[src/rtl/pipe_pkg.sv]
// rtl/pipe_pkg.sv - shared types for the delay stage: presenter states and handshake pair
package pipe_pkg;

  // Presenter FSM: idle with nothing stored, counting down, or offering the head item.
  typedef enum logic [1:0] {
    IDLE    = 2'd0,
    WAIT    = 2'd1,
    PRESENT = 2'd2
  } pres_state_e;

  // One valid/ready handshake pair.
  typedef struct packed {
    logic valid;
    logic ready;
  } hs_t;

  // A transfer happens on the edge where both sides agree.
  function automatic logic hs_fire(input hs_t hs);
    return hs.valid && hs.ready;
  endfunction

endpackage

[src/rtl/delay_stage_if.sv]
// rtl/delay_stage_if.sv - upstream/downstream handshake bundle of the delay stage
interface delay_stage_if #(
  parameter int WIDTH = 5,
  parameter int DEPTH = 2
) ();

  logic                     in_valid;
  logic                     in_ready;
  logic [WIDTH-1:0]         in_data;
  logic                     out_valid;
  logic                     out_ready;
  logic [WIDTH-1:0]         out_data;
  logic [$clog2(DEPTH):0]   occupancy;

  // Environment side: offers items and accepts results.
  modport master (
    output in_valid, in_data, out_ready,
    input  in_ready, out_valid, out_data, occupancy
  );

  // Stage side.
  modport slave (
    input  in_valid, in_data, out_ready,
    output in_ready, out_valid, out_data, occupancy
  );

endinterface

[src/rtl/stage_fifo.sv]
// rtl/stage_fifo.sv - small power-of-two FIFO holding the items waiting in the delay stage
module stage_fifo #(
  parameter int WIDTH = 5,
  parameter int DEPTH = 2
) (
  input  logic                     clk,
  input  logic                     reset,
  input  logic                     push_i,
  input  logic                     pop_i,
  input  logic [WIDTH-1:0]         data_i,
  output logic                     full_o,
  output logic                     empty_o,
  output logic [$clog2(DEPTH):0]   count_o,
  output logic [WIDTH-1:0]         head_o
);

  localparam int PTR_W = $clog2(DEPTH);
  localparam int OCC_W = PTR_W + 1;

  logic [WIDTH-1:0] mem_q [DEPTH];
  logic [PTR_W-1:0] wr_ptr_q, wr_ptr_d;
  logic [PTR_W-1:0] rd_ptr_q, rd_ptr_d;
  logic [OCC_W-1:0] count_q, count_d;
  logic             push_ok;
  logic             pop_ok;

  // Guard against callers pushing when full or popping when empty.
  assign push_ok = push_i && !full_o;
  assign pop_ok  = pop_i && !empty_o;

  assign full_o  = (count_q == OCC_W'(DEPTH));
  assign empty_o = (count_q == '0);
  assign count_o = count_q;
  assign head_o  = mem_q[rd_ptr_q];

  // Pointer and occupancy next state; pointers wrap naturally since DEPTH is a power of two.
  always_comb begin
    wr_ptr_d = wr_ptr_q;
    rd_ptr_d = rd_ptr_q;
    count_d  = count_q;
    if (push_ok) begin
      wr_ptr_d = wr_ptr_q + PTR_W'(1);
    end
    if (pop_ok) begin
      rd_ptr_d = rd_ptr_q + PTR_W'(1);
    end
    count_d = count_q + OCC_W'(push_ok) - OCC_W'(pop_ok);
  end

  // Storage array is deliberately left unreset; only the bookkeeping matters.
  always_ff @(posedge clk) begin
    if (push_ok) begin
      mem_q[wr_ptr_q] <= data_i;
    end
  end

  // Pointer and occupancy registers.
  always_ff @(posedge clk) begin
    if (!reset) begin
      wr_ptr_q <= '0;
      rd_ptr_q <= '0;
      count_q  <= '0;
    end else begin
      wr_ptr_q <= wr_ptr_d;
      rd_ptr_q <= rd_ptr_d;
      count_q  <= count_d;
    end
  end

endmodule

[src/rtl/delay_stage.sv]
// rtl/delay_stage.sv - FIFO stage that adds a constant and presents each head item after a fixed wait
module delay_stage
  import pipe_pkg::*;
#(
  parameter int WIDTH  = 5,
  parameter int DEPTH  = 2,
  parameter int DELAY  = 4,
  parameter int ADDEND = 1
) (
  input  logic          clk,
  input  logic          reset,
  delay_stage_if.slave  bus
);

  localparam int CNT_W = $clog2(DELAY + 1);
  localparam int OCC_W = $clog2(DEPTH) + 1;
  localparam logic [CNT_W-1:0] CNT_LOAD = CNT_W'(DELAY - 1);

  hs_t              in_hs;
  hs_t              out_hs;
  logic             push;
  logic             pop;
  logic             fifo_full;
  logic             fifo_empty;
  logic [OCC_W-1:0] fifo_count;
  logic [OCC_W-1:0] occ_next;
  logic [WIDTH-1:0] fifo_head;
  logic [WIDTH-1:0] sum;

  pres_state_e      state_q, state_d;
  logic [CNT_W-1:0] cnt_q, cnt_d;
  logic [WIDTH-1:0] out_data_q, out_data_d;

  // in_ready comes from the registered count only, so it never sees out_ready.
  assign in_hs  = '{valid: bus.in_valid, ready: !fifo_full};
  assign out_hs = '{valid: (state_q == PRESENT), ready: bus.out_ready};
  assign push   = hs_fire(in_hs);
  assign pop    = hs_fire(out_hs);

  // Sum is truncated to WIDTH bits, so overflow wraps without any flag.
  assign sum = bus.in_data + WIDTH'(ADDEND);

  // Occupancy after this edge, counting an item that arrives together with the pop.
  assign occ_next = fifo_count + OCC_W'(push) - OCC_W'(pop);

  stage_fifo #(
    .WIDTH (WIDTH),
    .DEPTH (DEPTH)
  ) u_fifo (
    .clk     (clk),
    .reset   (reset),
    .push_i  (push),
    .pop_i   (pop),
    .data_i  (sum),
    .full_o  (fifo_full),
    .empty_o (fifo_empty),
    .count_o (fifo_count),
    .head_o  (fifo_head)
  );

  // Presenter next state: wait DELAY cycles for each head item, then hold it until taken.
  always_comb begin
    state_d    = state_q;
    cnt_d      = cnt_q;
    out_data_d = out_data_q;
    case (state_q)
      IDLE: begin
        if (!fifo_empty) begin
          state_d = WAIT;
          cnt_d   = CNT_LOAD;
        end
      end
      WAIT: begin
        if (cnt_q == '0) begin
          state_d    = PRESENT;
          out_data_d = fifo_head;
        end else begin
          cnt_d = cnt_q - CNT_W'(1);
        end
      end
      PRESENT: begin
        if (pop) begin
          if (occ_next != '0) begin
            state_d = WAIT;
            cnt_d   = CNT_LOAD;
          end else begin
            state_d = IDLE;
          end
        end
      end
      default: begin
        state_d = IDLE;
        cnt_d   = '0;
      end
    endcase
  end

  // Presenter registers; the captured out_data stays stable for the whole PRESENT phase.
  always_ff @(posedge clk) begin
    if (!reset) begin
      state_q    <= IDLE;
      cnt_q      <= '0;
      out_data_q <= '0;
    end else begin
      state_q    <= state_d;
      cnt_q      <= cnt_d;
      out_data_q <= out_data_d;
    end
  end

  assign bus.in_ready  = in_hs.ready;
  assign bus.out_valid = out_hs.valid;
  assign bus.out_data  = out_data_q;
  assign bus.occupancy = fifo_count;

endmodule

[src/flat_wrapper.sv]
// flat-port wrapper written by rule: the top's interface ports become plain ports
module delay_stage_flat import pipe_pkg::*;
#(
  parameter int WIDTH  = 5,
  parameter int DEPTH  = 2,
  parameter int DELAY  = 4,
  parameter int ADDEND = 1
)
  (clk, reset, bus_in_valid, bus_in_data, bus_out_ready, bus_in_ready, bus_out_valid, bus_out_data, bus_occupancy);
  delay_stage_if #(.WIDTH(WIDTH), .DEPTH(DEPTH)) bus_i ();
  input  logic clk;
  input  logic reset;
  input wire logic [$bits(bus_i.in_valid)-1:0] bus_in_valid;
  input wire logic [$bits(bus_i.in_data)-1:0] bus_in_data;
  input wire logic [$bits(bus_i.out_ready)-1:0] bus_out_ready;
  output wire logic [$bits(bus_i.in_ready)-1:0] bus_in_ready;
  output wire logic [$bits(bus_i.out_valid)-1:0] bus_out_valid;
  output wire logic [$bits(bus_i.out_data)-1:0] bus_out_data;
  output wire logic [$bits(bus_i.occupancy)-1:0] bus_occupancy;
  assign bus_i.in_valid = bus_in_valid;
  assign bus_i.in_data = bus_in_data;
  assign bus_i.out_ready = bus_out_ready;
  assign bus_in_ready = bus_i.in_ready;
  assign bus_out_valid = bus_i.out_valid;
  assign bus_out_data = bus_i.out_data;
  assign bus_occupancy = bus_i.occupancy;
  delay_stage #(.WIDTH(WIDTH), .DEPTH(DEPTH), .DELAY(DELAY), .ADDEND(ADDEND)) u_core (.clk(clk), .reset(reset), .bus(bus_i));
endmodule
[config.mk]
export PLATFORM = sky130hd
export DESIGN_NAME = delay_stage_flat
export DESIGN_NICKNAME = d
export VERILOG_FILES = /design/src/rtl/pipe_pkg.sv /design/src/rtl/delay_stage_if.sv /design/src/rtl/stage_fifo.sv /design/src/rtl/delay_stage.sv /design/src/flat_wrapper.sv
export SDC_FILE = /design/constraint.sdc
export NUM_CORES = 1
export LEC_CHECK = 0
export CORE_ASPECT_RATIO = 0.75
export CORE_MARGIN = 4
export CORE_UTILIZATION = 58
export CTS_BUF_LIST = sky130_fd_sc_hd__clkbuf_8
export DETAILED_ROUTE_END_ITERATION = 12
export GPL_TIMING_DRIVEN = 1
export PLACE_DENSITY = 0.85
export SETUP_SLACK_MARGIN = 0.5
export SLEW_MARGIN = 30
export SYNTH_ARGS = -nofsm -noshare
export SYNTH_HDL_FRONTEND = slang
export SYNTH_SLANG_ARGS = --single-unit
[constraint.sdc]
create_clock -name clk -period 4 [get_ports clk]
set_input_delay 0.6 -clock clk [delete_from_list [all_inputs] [get_ports clk]]
set_output_delay 0.6 -clock clk [all_outputs]
set_load 0.02 [all_outputs]
Word-level counts from Yosys, hierarchy flattened
Memories as Yosys holds them, arrays and structs flattened. A register that Yosys moved wholly into a read port is not among the register bits.
Cells that the tools add are included.
Cells by class
  equality and inequality tests: 8
  muxes and demuxes: 12
  add/sub/neg operators: 8
  reduce and logical (&&, ||, !) cells: 14
Operators by type and width (number)
  two-way mux 3 bit: 4
  one-hot mux 3 bit (3 select lines): 1
  two-way mux 2 bit: 3
  inequality test 2 x 1 -> 1 bit (second input constant): 3
  one-hot mux 2 bit (3 select lines): 1
  adder 5 x 1 -> 5 bit (second input constant): 1
  adder 2 x 1 -> 2 bit: 2
  equality test 2 bit (second input constant): 2
  logical AND 1 bit: 4
  zero test 2 bit: 2
  inequality test 2 bit (second input constant): 2
  AND reduction 4 bit: 1
  subtractor 2 x 1 -> 2 bit: 2
  zero test 1 bit: 3
  zero test 3 bit: 1
  two-way mux 1 bit: 3
  AND reduction 3 bit: 1
  subtractor 3 x 1 -> 3 bit (second input constant): 1
  adder 1 bit (second input constant): 2
  equality test 2 x 1 -> 1 bit (second input constant): 1
  AND reduction 2 bit: 1
  nonzero test 2 bit: 1
Storage, ports and cells
  word-level logic and storage cells: 48
  register bits after elaboration: 9
  output and inout port bits: 9
  memory bits (writable): 10
  memories: 1
Memories
  u_core.u_fifo.mem_q: words 2, width 5, read ports 1, clocked after Yosys merged registers in 1, write ports 1, RTL line stage_fifo.sv:20  | logic [WIDTH-1:0] mem_q [DEPTH];

Logic depth before layout (Yosys ltp)
  word-level depth: 9
  gate-level depth with buffers: 9
  mapped depth without buffers: 9

By module
From an unflattened synthesis, not the netlist that was laid out.
Second synthesis, totals
  cells, all modules: 113
  area total of the unflattened synthesis: 1219.9 µm²
Modules (own cells, without submodules)
  delay_stage: cells an instance 72, times used 1, area an instance 631.9 µm², seq. area each 200.2 µm²
  stage_fifo: cells an instance 41, times used 1, area an instance 588.1 µm², seq. area each 400.4 µm²

Worst setup path after synthesis
Ideal clock, no wire load.
  kind: flip-flop to flip-flop
  start point: register u_core.u_fifo.count_q[1] (netlist: u_core.u_fifo.count_o[1])
  end point: register u_core.cnt_q[0]
  data required time: 3.881 ns
  setup time: 0.119 ns
  stages on the path, launching flop included: 10
  period minus slack after synthesis: 2.332 ns
  data arrival time: 2.213 ns
  setup slack: 1.668 ns
  cell sequence: dfxtp_1 -> or2b_1 -> nand2_1 -> ha_1 -> inv_1 -> ha_1 -> xor3_2 -> o31ai_4 -> nor2_2 -> o221a_1
On the way
  word-level cells in the longest chain between the ends: 8
  elaborated cells on any way between the ends: 10
Ends and longest elaborated chain
  start: declaration: RTL line stage_fifo.sv:23  | logic [OCC_W-1:0] count_q, count_d;
  start signal: assignment: RTL line stage_fifo.sv:66  | count_q <= count_d;
  equality test 2 bit: RTL line stage_fifo.sv:31  | assign full_o = (count_q == OCC_W'(DEPTH));
  zero test 1 bit: RTL line delay_stage.sv:35  | assign in_hs = '{valid: bus.in_valid, ready: !fifo_full};
  net bus_in_ready: RTL line flat_wrapper.sv:16  | output wire logic [$bits(bus_i.in_ready)-1:0] bus_in_ready;
  logical AND 1 bit: RTL line pipe_pkg.sv:19  | return hs.valid && hs.ready;
  adder 2 x 1 -> 2 bit: RTL line delay_stage.sv:44  | assign occ_next = fifo_count + OCC_W'(push) - OCC_W'(pop);
  subtractor 2 x 1 -> 2 bit: RTL line delay_stage.sv:44
  nonzero test 2 bit: RTL line delay_stage.sv:83  | if (occ_next != '0) begin
  inequality test 2 x 1 -> 1 bit (no source line)
  AND reduction 4 bit (no source line)
  end signal: assignment: RTL line delay_stage.sv:106  | cnt_q <= cnt_d;
  end: declaration: RTL line delay_stage.sv:31  | logic [CNT_W-1:0] cnt_q, cnt_d;
The timed path passes the listed nets, and every way through them passes these cells.
A chain may end at the register's enable or synchronous reset.

Final worst setup path
  start point: input port bus_in_valid
  end point: register u_core.cnt_q[0]
On the way
  word-level cells in the longest chain between the ends: 6
Ends and longest elaborated chain
  start: declaration: RTL line flat_wrapper.sv:13  | input wire logic [$bits(bus_i.in_valid)-1:0] bus_in_valid;
  logical AND 1 bit: RTL line pipe_pkg.sv:19
  adder 2 x 1 -> 2 bit: RTL line delay_stage.sv:44
  subtractor 2 x 1 -> 2 bit: RTL line delay_stage.sv:44
  nonzero test 2 bit: RTL line delay_stage.sv:83
  inequality test 2 x 1 -> 1 bit (no source line)
  AND reduction 4 bit (no source line)
No other way between the ends.

==> qor.yml <==
clock_tree:
  cts_buffers: 3
  cts_buffer_depth: 2
  cts_sinks: 24
  clkLatencyLatePin_ps: 260
  cts_setup_buffers: 0
  cts_resized: 0
  cts_tree: "built"
  cts-root-buf: "clkbuf_8"
  path_clk_slew_ps: 80
  htree_levels: 1
  ctsHoldBuffers: 0
sta:
  setup_viol: 0
  timing.setup.tns_ps: 0
  rsz0062_at_grt: "false"
  hold_viol: 0
  maxSlewViolCount: 0
  min_period_ps: 2426
  fmax_mhz: 412.1
  slew_headroom_pct: 69.99
  tightest_slew_ps: 448.5
  fin_crit_sh_pct: 60.66
  skew_ps: 1.983
worst_setup_path:
  cp_num_cells: 9
  endpoint: "u_core.cnt_q[0]$_SDFFE_PN0P_"
  rr_worst_depth: 9
  path_max_fanout: 4
  reg2reg_slack_ps: 1670
  worst_path_most_repeated_cell: "ha_1"
  worstPathRequired_ps: 4160
  cp.arrival_ps: 2580
  critical_path_class: "input port to register"
  startpoint: "bus_in_valid"
  start_kind: "input port"
  critPathCaptureType: "register"
  critical-path-top-delay-family: "buffers and inverters"
  crit_chain: "clkdlybuf4s50_1, nand2_1, ha_1, inv_1, ha_1, xor3_2, o31ai_4, nor2_2, o221a_1"
  path_buf_inv: 2
  regToRegStartpoint: "u_core.u_fifo.count_o[1]$_SDFF_PN0_"
  crit_slowest_cell: "clkdlybuf4s50_1"
  critPathMaxStageDelay_ps: 470
  reg2reg_to: "u_core.cnt_q[0]$_SDFFE_PN0P_"
finish:
  fillers: 129
  fin_cells: 138
  ff_latch_area_um2: 580.6
  area_delta_synth_final_pct: 20.66
  multiInputGateArea_um2: 509.2
  drive_gt1_share_pct: 8.621
  fin_nets: 133
  antenna_cells: 0
logic_synthesis:
  synth_common_cells: "dfxtp_1 (14), edfxtp_1 (10), nor2_1 (10)"
  synth_cell_types: 35
  synth_top_area_share_pct: 26.52
  async_reset_ff_share_pct: 0
  synth_area_leaders: "edfxtp_1 (27%), dfxtp_1 (25%), ha_1 (7.7%), mux2i_1 (4.4%), a211oi_1 (3.3%)"
  syn_nets: 113
  syn_area_per_cell_um2: 11.67
  ys_seq_area_share_pct: 51.27
  synth_top_area_cell: "edfxtp_1"
  synth_edf_count: 10
  synth_flop_cell: "dfxtp_1"
  netlist_instances: 97
  yosysMostFrequentCell: "dfxtp_1"
  syn_area_mm2: 0.001132
  yosys_warnings: 0
  ys_ff_latch: 24
floorplanning:
  die_y_um: 46.27
  die_area_mm2: 0.002731
  dieWidth_um: 59.02
  core_mm2: 0.001789
  num_io_pins: 18
  start_util_pct: 63.29
  rows: 13
placement:
  gp_congestion: 0.7364
  port_buffers: 17
  dp_hpwl_mm: 1.693
  place_inst: 134
run_status:
  outcome: "finished clean"
drt:
  drtAntennaViolNets: 0
  routed-via-count: 797
  avgRoutedWirePerCell_um: 15.46
  post-route-drc-count: 0
  wl_mm: 2.134
  drtPass1Iterations: 4
  drtIter0Drc: 29
  vias_per_cell: 5.775
job:
  maxCapViolations: 0
pwr:
  power_density_mw_per_mm2: 519.1
  leakagePower_uw: 0.0005236
  peakVddDrop_uv: 493.8
global_route:
  grt_usage_pct: 18.66
  grt_pass1_wl_mm: 3.691
  grt_start_max_net_pins: 14
  antenna_found_initial: 0
  overflow: 0
  grt_pass1_vias: 798
min_path:
  min_path_type: "register to register"
-- area by class of cell --
cell class | count | share of cell area (%)
Clock buffer | 3 | 3.022
Tap cell | 22 | 2.015
Timing Repair Buffer | 17 | 12.45
Sequential cell | 24 | 42.49
Multi-Input combinational cell | 62 | 37.27
Clock inverter | 1 | 0.2747
Inverter | 9 | 2.473
-- kinds of logic after synthesis --
logic type / after synthesis / synth area share [%]
AO/OA/AOI/OAI: 16 / 11.93
XOR/XNOR: 8 / 7.624
adder cells (fa/ha/maj): 7 / 7.734
buffers and inverters: 11 / 3.756
flip-flops: 24 / 51.27
multiplexers: 5 / 4.420
AND/OR/NAND/NOR: 26 / 13.26
-- cell usage in the layout, fill, tap and decap left out, types with 3 or more instances in the layout --
| master | count |
|---|---|
| clkbuf_8 | 3 |
| a211oi_1 | 5 |
| mux2i_1 | 5 |
| ha_1 | 7 |
| dfxtp_1 | 14 |
| xor2_1 | 3 |
| nor2_1 | 10 |
| inv_1 | 8 |
| edfxtp_1 | 10 |
| clkdlybuf4s50_1 | 17 |
| xnor2_1 | 4 |
-- routing by layer --
| metal | track usage [%] | vias to the layer above | part of all wire (%) |
|---|---|---|---|
| li1 | - | 385 | - |
| met1 | 22.61 | 394 | 45 |
| met3 | 5.602 | 2 | 4.0 |
| met2 | 31.50 | 16 | 50 |
| met5 | 0 | - | 0 |
| met4 | 7.240 | 0 | 0.80 |
-- flip-flops by register name (all words and copies together) (netlist names) --
| register | count |
|---|---|
| u_core.state_q | 2 |
| u_core.u_fifo.mem_q | 10 |
| u_core.u_fifo.rd_ptr_q | 1 |
| u_core.bus.out_data | 5 |
| u_core.u_fifo.wr_ptr_q | 1 |
| u_core.u_fifo.count_o | 2 |
| u_core.cnt_q | 3 |
-- how the worst min path moves through the flow --
stage / from / to / cells past startpoint
2_1_floorplan: u_core.cnt_q[1]$_SDFFE_PN0P_ / u_core.cnt_q[1]$_SDFFE_PN0P_ / 1
3_3_place_gp: u_core.bus.out_data[0]$_SDFFE_PN0P_ / u_core.bus.out_data[0]$_SDFFE_PN0P_ / 2
3_5_place_dp: u_core.bus.out_data[3]$_SDFFE_PN0P_ / u_core.bus.out_data[3]$_SDFFE_PN0P_ / 2
4_1_cts: u_core.bus.out_data[3]$_SDFFE_PN0P_ / u_core.bus.out_data[3]$_SDFFE_PN0P_ / 2
5_1_grt: u_core.bus.out_data[2]$_SDFFE_PN0P_ / u_core.bus.out_data[2]$_SDFFE_PN0P_ / 2
6_report: u_core.bus.out_data[2]$_SDFFE_PN0P_ / u_core.bus.out_data[2]$_SDFFE_PN0P_ / 2
-- worst register-to-register path, stage by stage (launching register included) --
cell and delay, ps:
dfxtp_1 440, or2b_1 290, nand2_1 190, ha_1 260
inv_1 60, ha_1 160, xor3_2 280, o31ai_4 240
nor2_2 80, o221a_1 240
-- per-stage QoR --
stage	instance area (um2)	hold slack [ps]	total power (uW)	utilization, %	worst slack, ps
after floorplan	1132	490.3	492.8	-	1668
after global placement	1321	488.6	559.4	73.85	1385
after detailed placement	1321	501.2	573.3	73.85	1288
after CTS	1366	512.1	709.7	76.36	1564
after global routing	1366	541.1	754.1	76.36	1449
final	1366	508.9	709.2	76.36	1574
-- power by group --
part	switching (uW)	leakage [uW]	internal (uW)	total, uW
logic	125	0.000292	116	241
registers	28.8	0.000209	298	327
clock network	72.9	0.0000231	68.5	141
total	227	0.000524	482	709
Power figures use the tool's default switching activity.
